[config.mk]
export PLATFORM = sky130hd
export DESIGN_NAME = serial_window_quantizer_flat
export DESIGN_NICKNAME = d
export VERILOG_FILES = /design/src/rtl/serial_window_quantizer_if.sv /design/src/rtl/serial_window_quantizer.sv /design/src/flat_wrapper.sv
export SDC_FILE = /design/constraint.sdc
export NUM_CORES = 1
export LEC_CHECK = 0
export CAP_MARGIN = 20
export CORE_MARGIN = 4
export CORE_UTILIZATION = 41
export DETAILED_ROUTE_END_ITERATION = 12
export SLEW_MARGIN = 20
export SYNTH_ARGS = -nofsm -noshare
export SYNTH_HDL_FRONTEND = slang
export SYNTH_SLANG_ARGS = --single-unit
[constraint.sdc]
create_clock -name clk -period 5.3 [get_ports clk]
set_input_delay 1.06 -clock clk [delete_from_list [all_inputs] [get_ports clk]]
set_output_delay 1.06 -clock clk [all_outputs]
set_load 0.005 [all_outputs]
[src/rtl/serial_window_quantizer_if.sv]
// Beat/result bundle for serial_window_quantizer: serial beats in, one
// quantized result per word out.
interface serial_window_quantizer_if #(
    parameter int NUM_CH   = 4,
    parameter int OUT_BITS = 8,
    parameter int SEL_W    = 5
);
    logic [SEL_W-1:0]           start_bit;
    logic                       in_valid;
    logic                       in_first;
    logic [NUM_CH-1:0]          data_in;
    logic                       out_valid;
    logic [NUM_CH*OUT_BITS-1:0] out_data;
    logic [NUM_CH-1:0]          out_sat;

    modport master (
        output start_bit, in_valid, in_first, data_in,
        input  out_valid, out_data, out_sat
    );

    modport slave (
        input  start_bit, in_valid, in_first, data_in,
        output out_valid, out_data, out_sat
    );
endinterface

[src/rtl/serial_window_quantizer.sv]
// Multi-channel bit-serial quantizer: captures an OUT_BITS window of each
// LSB-first word, optionally rounds on the bit below it, saturates on overflow.
module serial_window_quantizer #(
    parameter int NUM_CH   = 4,
    parameter int IN_BITS  = 24,
    parameter int OUT_BITS = 8,
    parameter int ROUND    = 0,
    parameter int SEL_W    = $clog2(IN_BITS)
) (
    input  logic                     clk,
    input  logic                     rst_n,
    serial_window_quantizer_if.slave bus
);
    localparam int XW = 32;

    typedef enum logic [0:0] {
        IDLE  = 1'b0,
        SHIFT = 1'b1
    } state_t;

    state_t                             state_r;
    logic [SEL_W-1:0]                   bit_idx_r;
    logic [SEL_W-1:0]                   win_lo_r;
    logic [NUM_CH-1:0][OUT_BITS-1:0]    cap_r;
    logic [NUM_CH-1:0]                  rnd_r;
    logic [NUM_CH-1:0]                  ovf_r;
    logic                               out_valid_r;
    logic [NUM_CH*OUT_BITS-1:0]         out_data_r;
    logic [NUM_CH-1:0]                  out_sat_r;

    logic                               beat_first_s;
    logic                               last_s;
    logic [XW-1:0]                      k_s;
    logic [XW-1:0]                      w_s;
    logic [OUT_BITS-1:0]                win_hit_s;
    logic                               rnd_hit_s;
    logic                               ovf_hit_s;
    logic [NUM_CH-1:0][OUT_BITS-1:0]    base_cap_s;
    logic [NUM_CH-1:0]                  base_rnd_s;
    logic [NUM_CH-1:0]                  base_ovf_s;
    logic [NUM_CH-1:0][OUT_BITS-1:0]    cap_n_s;
    logic [NUM_CH-1:0]                  rnd_n_s;
    logic [NUM_CH-1:0]                  ovf_n_s;
    logic [NUM_CH-1:0][OUT_BITS-1:0]    fin_data_s;
    logic [NUM_CH-1:0]                  fin_sat_s;

    // Returns {sat, value}: window plus round bit, clamped to all ones.
    function automatic logic [OUT_BITS:0] quantize(
        input logic [OUT_BITS-1:0] cap,
        input logic                rnd,
        input logic                ovf
    );
        logic [OUT_BITS:0] sum;
        logic              sat;
        sum = {1'b0, cap} + {{OUT_BITS{1'b0}}, rnd};
        sat = ovf | sum[OUT_BITS];
        quantize = {sat, (sat ? {OUT_BITS{1'b1}} : sum[OUT_BITS-1:0])};
    endfunction

    // Next-state of the per-channel capture for the beat currently presented.
    always_comb begin
        beat_first_s = bus.in_valid & bus.in_first;
        last_s       = (bit_idx_r == SEL_W'(IN_BITS - 1));
        // A first beat is bit 0 of a fresh word, so it sees cleared capture state.
        if (beat_first_s) begin
            k_s        = '0;
            w_s        = XW'(bus.start_bit);
            base_cap_s = '0;
            base_rnd_s = '0;
            base_ovf_s = '0;
        end else begin
            k_s        = XW'(bit_idx_r);
            w_s        = XW'(win_lo_r);
            base_cap_s = cap_r;
            base_rnd_s = rnd_r;
            base_ovf_s = ovf_r;
        end
        win_hit_s = '0;
        for (int p = 0; p < OUT_BITS; p++) begin
            win_hit_s[p] = (k_s == w_s + XW'(p));
        end
        rnd_hit_s = (ROUND != 0) && (w_s != '0) && (k_s + XW'(1) == w_s);
        ovf_hit_s = (k_s >= w_s + XW'(OUT_BITS));
        cap_n_s    = '0;
        rnd_n_s    = '0;
        ovf_n_s    = '0;
        fin_data_s = '0;
        fin_sat_s  = '0;
        for (int c = 0; c < NUM_CH; c++) begin
            cap_n_s[c] = (base_cap_s[c] & ~win_hit_s) |
                         ({OUT_BITS{bus.data_in[c]}} & win_hit_s);
            rnd_n_s[c] = rnd_hit_s ? bus.data_in[c] : base_rnd_s[c];
            ovf_n_s[c] = base_ovf_s[c] | (ovf_hit_s & bus.data_in[c]);
            {fin_sat_s[c], fin_data_s[c]} = quantize(cap_n_s[c], rnd_n_s[c], ovf_n_s[c]);
        end
    end

    // Word framing FSM with registered result stage.
    always_ff @(posedge clk) begin
        if (!rst_n) begin
            state_r     <= IDLE;
            bit_idx_r   <= '0;
            win_lo_r    <= '0;
            cap_r       <= '0;
            rnd_r       <= '0;
            ovf_r       <= '0;
            out_valid_r <= 1'b0;
            out_data_r  <= '0;
            out_sat_r   <= '0;
        end else begin
            out_valid_r <= 1'b0;
            if (beat_first_s) begin
                // Starting a word also aborts any word in flight.
                state_r   <= SHIFT;
                win_lo_r  <= bus.start_bit;
                bit_idx_r <= SEL_W'(1);
                cap_r     <= cap_n_s;
                rnd_r     <= rnd_n_s;
                ovf_r     <= ovf_n_s;
            end else begin
                case (state_r)
                    IDLE: begin
                        state_r <= IDLE;
                    end
                    SHIFT: begin
                        if (bus.in_valid) begin
                            cap_r <= cap_n_s;
                            rnd_r <= rnd_n_s;
                            ovf_r <= ovf_n_s;
                            if (last_s) begin
                                out_valid_r <= 1'b1;
                                out_data_r  <= fin_data_s;
                                out_sat_r   <= fin_sat_s;
                                bit_idx_r   <= '0;
                                state_r     <= IDLE;
                            end else begin
                                bit_idx_r <= bit_idx_r + SEL_W'(1);
                            end
                        end else begin
                            state_r <= SHIFT;
                        end
                    end
                    default: begin
                        state_r <= IDLE;
                    end
                endcase
            end
        end
    end

    assign bus.out_valid = out_valid_r;
    assign bus.out_data  = out_data_r;
    assign bus.out_sat   = out_sat_r;
endmodule

[src/flat_wrapper.sv]
// flat-port wrapper written by rule: the top's interface ports become plain ports
module serial_window_quantizer_flat 
#(
    parameter int NUM_CH   = 4,
    parameter int IN_BITS  = 24,
    parameter int OUT_BITS = 8,
    parameter int ROUND    = 0,
    parameter int SEL_W    = $clog2(IN_BITS)
)
  (clk, rst_n, bus_start_bit, bus_in_valid, bus_in_first, bus_data_in, bus_out_valid, bus_out_data, bus_out_sat);
  serial_window_quantizer_if #(.NUM_CH(NUM_CH), .OUT_BITS(OUT_BITS), .SEL_W(SEL_W)) bus_i ();
  input  logic clk;
  input  logic rst_n;
  input wire logic [$bits(bus_i.start_bit)-1:0] bus_start_bit;
  input wire logic [$bits(bus_i.in_valid)-1:0] bus_in_valid;
  input wire logic [$bits(bus_i.in_first)-1:0] bus_in_first;
  input wire logic [$bits(bus_i.data_in)-1:0] bus_data_in;
  output wire logic [$bits(bus_i.out_valid)-1:0] bus_out_valid;
  output wire logic [$bits(bus_i.out_data)-1:0] bus_out_data;
  output wire logic [$bits(bus_i.out_sat)-1:0] bus_out_sat;
  assign bus_i.start_bit = bus_start_bit;
  assign bus_i.in_valid = bus_in_valid;
  assign bus_i.in_first = bus_in_first;
  assign bus_i.data_in = bus_data_in;
  assign bus_out_valid = bus_i.out_valid;
  assign bus_out_data = bus_i.out_data;
  assign bus_out_sat = bus_i.out_sat;
  serial_window_quantizer #(.NUM_CH(NUM_CH), .IN_BITS(IN_BITS), .OUT_BITS(OUT_BITS), .ROUND(ROUND), .SEL_W(SEL_W)) u_core (.clk(clk), .rst_n(rst_n), .bus(bus_i));
endmodule
==> After elaboration in Yosys (flattened, before gate mapping) <==
Index checks and enable logic that the tools add are counted.
{ "word_totals": {"in_bits": 13, "word_cells": 100, "register_bits": 88, "output_inout_bits": 37} }
{ "op_classes": {"n_reduce_logical": 7, "n_lt_le_gt_ge": 1, "eq_ne": 9, "n_bitwise": 30, "addsub": 13, "muxes": 27} }
{ "ops": {"columns": ["op", "n"], "rows": [
  ["== test 5 x 32 -> 1 bit", 7],
  ["2-to-1 mux 32 bit", 4],
  ["bitwise AND 8 bit", 8],
  ["adder 8 x 1 -> 9 bit", 4],
  [">= comparator 5 x 32 -> 1 bit", 1],
  ["2-to-1 mux 4 bit", 8],
  ["2-to-1 mux 8 bit", 4],
  ["bitwise OR 8 bit", 4],
  ["adder 5 x 3 -> 6 bit, second input constant", 4],
  ["2-to-1 mux 5 bit", 3],
  ["adder 5 x 2 -> 6 bit, second input constant", 2],
  ["inverter 8 bit", 1],
  ["bitwise OR 1 bit", 8],
  ["2-to-1 mux 1 bit", 7],
  ["adder 5 x 1 -> 6 bit, second input constant", 1],
  ["adder 5 x 4 -> 6 bit, second input constant", 1],
  ["adder 5 x 1 -> 5 bit, second input constant", 1],
  ["bitwise AND 1 bit", 5],
  ["== test 5 bit", 1],
  ["== test 5 bit, second input constant", 1],
  ["inverter 1 bit", 4],
  ["AND reduction 2 bit", 2],
  ["AND reduction 4 bit", 1],
  ["nonzero test 2 bit", 2],
  ["other kinds (3)", 3]
]} }

==> Logic depth before layout (Yosys ltp) <==
{ "logic_depth": {"word_depth": 10, "ltp_mapped": 21, "depth_no_buf": 17} }

==> Worst setup path before layout <==
OpenSTA, ideal clock, no wires.
{ "synth_timing": {"path_kind": "input-to-reg", "from": "input port bus_in_first", "to": "register u_core.out_data_r[10], in the netlist u_core.bus.out_data[10]", "path_slack_ns": -0.415, "t_required_ns": 5.241, "setup_ns": 0.059, "path_buffers": 5, "t_arrival_ns": 5.656, "cell_stages": 19, "cell_sequence": "nand2_1 clkbuf_1 clkbuf_1 clkbuf_1 clkbuf_1 clkbuf_1 nand2_1 ha_1 and4b_1 a31oi_1 nor4_1 nand2_1 o21ai_0 ha_1 ha_1 nor3b_1 or4b_1 o211ai_2 o221a_2"} }
{ "synth_lines": {"columns": ["element", "line", "source"], "rows": [
  ["start, declared", "flat_wrapper.sv:16", "input wire logic [$bits(bus_i.in_first)-1:0] bus_in_first;"],
  ["end signal, assigned", "serial_window_quantizer.sv:132", "out_data_r <= fin_data_s;"],
  ["end, declared", "serial_window_quantizer.sv:28", "logic [NUM_CH*OUT_BITS-1:0] out_data_r;"]
]} }

==> flow_metrics.tcl <==
set metrics [dict create \
    wire_per_inst_um 18.2 \
    crit_top_cell "ha_1" \
    clkSinkCount 88 \
    wl_met2_mm 6.59 \
    diodes 0 \
    ys_seq_area_frac 0.330 \
    die-height_um 122 \
    finalSetupTns_ps 0 \
    drv_cap 0 \
    crit_required_ps 5600 \
    io_buffer_count 49 \
    slew_viol_final 0 \
    drt_iter0_drc 306 \
    fin_util 0.512 \
    reg2reg_depth 12 \
    clk_pin_slew_ps 60 \
    grt_pass1_vias 4569 \
    slowest_stage "clkdlybuf4s50_1" \
    p_per_area_mw_per_mm2 250 \
    arrival_ps 5130 \
    synth.largest_area_cell "dfxtp_1" \
    path_max_fanout 8 \
    core.rowCount 41 \
    clock_latency_ps 360 \
    mostFrequentLayoutCells "dfxtp_1 (88), nand2_1 (70), clkdlybuf4s50_1 (48)" \
    yosysWarnings 0 \
    peakVddDrop_mv 0.138 \
    cp-start-kind "primary input" \
    clock_skew_ps 9.30 \
    synth_edf_count 0 \
    timing.final.crit_share 0.912 \
    netlist_instances 608 \
    cp-endpoint "u_core.bus.out_data[22]" \
    reg2reg_to "u_core.bus.out_data[22]" \
    overflow 0 \
    die_w_um 122 \
    worstPathCellList "clkdlybuf4s50_1 > and2_1 > mux2i_1 > inv_1 > ha_1 > and4b_1 > a31oi_1 > nor4_2 > buf_4 > nand2_1 > o21ai_0 > ha_1 > ha_1 > nand3_1 > nor2_1 > a31oi_1 > or4_4 > o31ai_4 > o221a_1" \
    post-route-drc-count 0 \
    slowest_delay_ps 470 \
    power.leakage_nw 2.72 \
    synthFlopType "dfxtp_1" \
    syn-num-nets 638 \
    grt_pass1_wl_mm 24.6 \
    syn-cell-area_mm2 0.00535 \
    hold_viol_final 0 \
    fin_nets 693 \
    antenna_found_initial 0 \
    grt_util_all_layers 0.212 \
    layout-drive-gt1-share 0.147 \
    hold_path_class "reg2reg" \
    tritoncts "yes" \
    top_layer_used "met4" \
    start_util 0.422 \
    cts_resized 0 \
    status "finished, final reports clean" \
    route.antenna.remaining_nets 0 \
    yosys-top-cells-area "dfxtp_1 (33%), nand2_1 (5.0%), o211a_1 (4.5%), ha_1 (4.0%), mux2i_1 (3.4%)" \
    vias_per_cell 5.70 \
    grt_max_degree 46 \
    die-area_mm2 0.0149 \
    cts.path.max_buffers 2 \
    slew_headroom 0.354 \
    yosysTopAreaCellShare 0.330 \
    routed_wl_mm 15.3 \
    wl_met3_um 661 \
    cts-root-buf "clkbuf_16" \
    postCtsSetupBuffers 0 \
    cts-buffers-inserted 9 \
    max_freq_ghz 0.207 \
    worst-setup-path-type "in2reg" \
    rsz0062_at_grt "no" \
    async_flop_share 0 \
    ys_types 73 \
    finalCriticalPeriod_ps 4840 \
    worst_slew_pin_slew_ps 962 \
    worst_setup_path_end_kind "flip-flop" \
    dpl.hpwl_mm 10.9 \
    io_pins 50 \
    fp.coreArea_mm2 0.0127 \
    met1_length_mm 7.60 \
    syn_area_per_cell_um2 8.79 \
    vias 4784 \
    ys_ff_latch 88 \
    hold_buffers 0 \
    place_congestion 0.916 \
    reg2reg_from "u_core.win_lo_r[2]" \
    syn2layout_area_growth_pct 21.3 \
    first_pass_iters 7 \
    setup_viol 0 \
    cp-startpoint "bus_in_first" \
    r2r_setup_slack_ps 1290 \
    htreeDepth 3 \
    final_common_cell "dfxtp_1" \
]
-- synthesized netlist by cell type (all sizes together) (3+ instances only) --
cell type,count
o21a,3
nand3,19
o211a,24
nand2b,4
nor2b,10
a31oi,8
xor2,12
and3,14
nor3,5
mux2,4
ha,17
nand4,4
a211oi,8
nand2,71
nor2,33
xnor2,18
mux2i,18
a32oi,5
inv,12
buf,10
o221a,30
a21boi,12
a22oi,11
dfxtp,88
a21o,5
and2,27
a221oi,6
nand4b,5
nor3b,9
nor4,3
a21oi,22
o21ai,19
clkbuf,36
or3,4
-- through the flow --
stage	setup WS, ps	instances	power (mW)	cell area, µm²	hold slack, ps
after floorplan	66.1	608	0.892	5370	444
after CTS	477	839	1.64	6490	471
after global placement	157	824	0.985	6200	451
after detailed placement	123	824	0.987	6200	460
after global routing	238	839	1.69	6490	502
final	464	839	1.62	6490	474
-- cell families (layout without fill, tap and decap cells) --
kind of cell,after synthesis,after routing,share of synthesized area
mux,22,22,0.0421
xor+xnor,30,30,0.0506
buf+inv,58,117,0.0431
simple gates,220,220,0.218
fa+ha+maj,18,18,0.0417
compound gates,172,172,0.275
flops,88,88,0.330
-- layer usage --
| metal | global-route usage | up-vias |
|---|---|---|
| met2 | 0.315 | 114 |
| met4 | 0.0861 | 0 |
| met5 | 0 | - |
| li1 | - | 2358 |
| met1 | 0.303 | 2287 |
| met3 | 0.0385 | 25 |
-- critical path, delay by kind of cell --
kind,cells,cell delay (ps)
compound gates,5,850
mux,1,270
fa+ha+maj,3,810
buf+inv,3,790
simple gates,7,1350
-- sequential cells by signal, indices dropped and copies added (netlist names) --
| name | count |
|---|---|
| u_core.bus.out_data | 32 |
| u_core.cap_r | 32 |
| u_core.bit_idx_r | 5 |
| u_core.win_lo_r | 5 |
| u_core.bus.out_sat | 4 |
| u_core.ovf_r | 4 |
| u_core.rnd_r | 4 |
| u_core.bus.out_valid | 1 |
| u_core.state_r | 1 |
-- power breakdown --
part	internal, mW	switching, mW	total (mW)
registers	0.680	0.0153	0.695
clock network	0.378	0.271	0.649
logic	0.113	0.166	0.279
total	1.17	0.452	1.62
-- layout make-up --
cell class	count	area, µm²
fillers	1215	6180
well taps	172	215
repair buffers	90	793
clock buffers	13	250
inverters	12	45.0
flip-flops and latches	88	1760
multi-input cells	462	3380
clock inverters	2	38.8
-- worst min path at each step --
stage               depth (start not counted)               end              from
floorplan                                   2   u_core.cap_r[0]   u_core.cap_r[0]
global placement                            2  u_core.cap_r[24]  u_core.cap_r[24]
detailed placement                          1   u_core.rnd_r[1]   u_core.rnd_r[1]
CTS                                         2   u_core.cap_r[0]   u_core.cap_r[0]
global route                                1  u_core.cap_r[29]  u_core.cap_r[29]
finish                                      2  u_core.cap_r[16]  u_core.cap_r[16]
No activity file was read; power rests on OpenSTA's default activity.
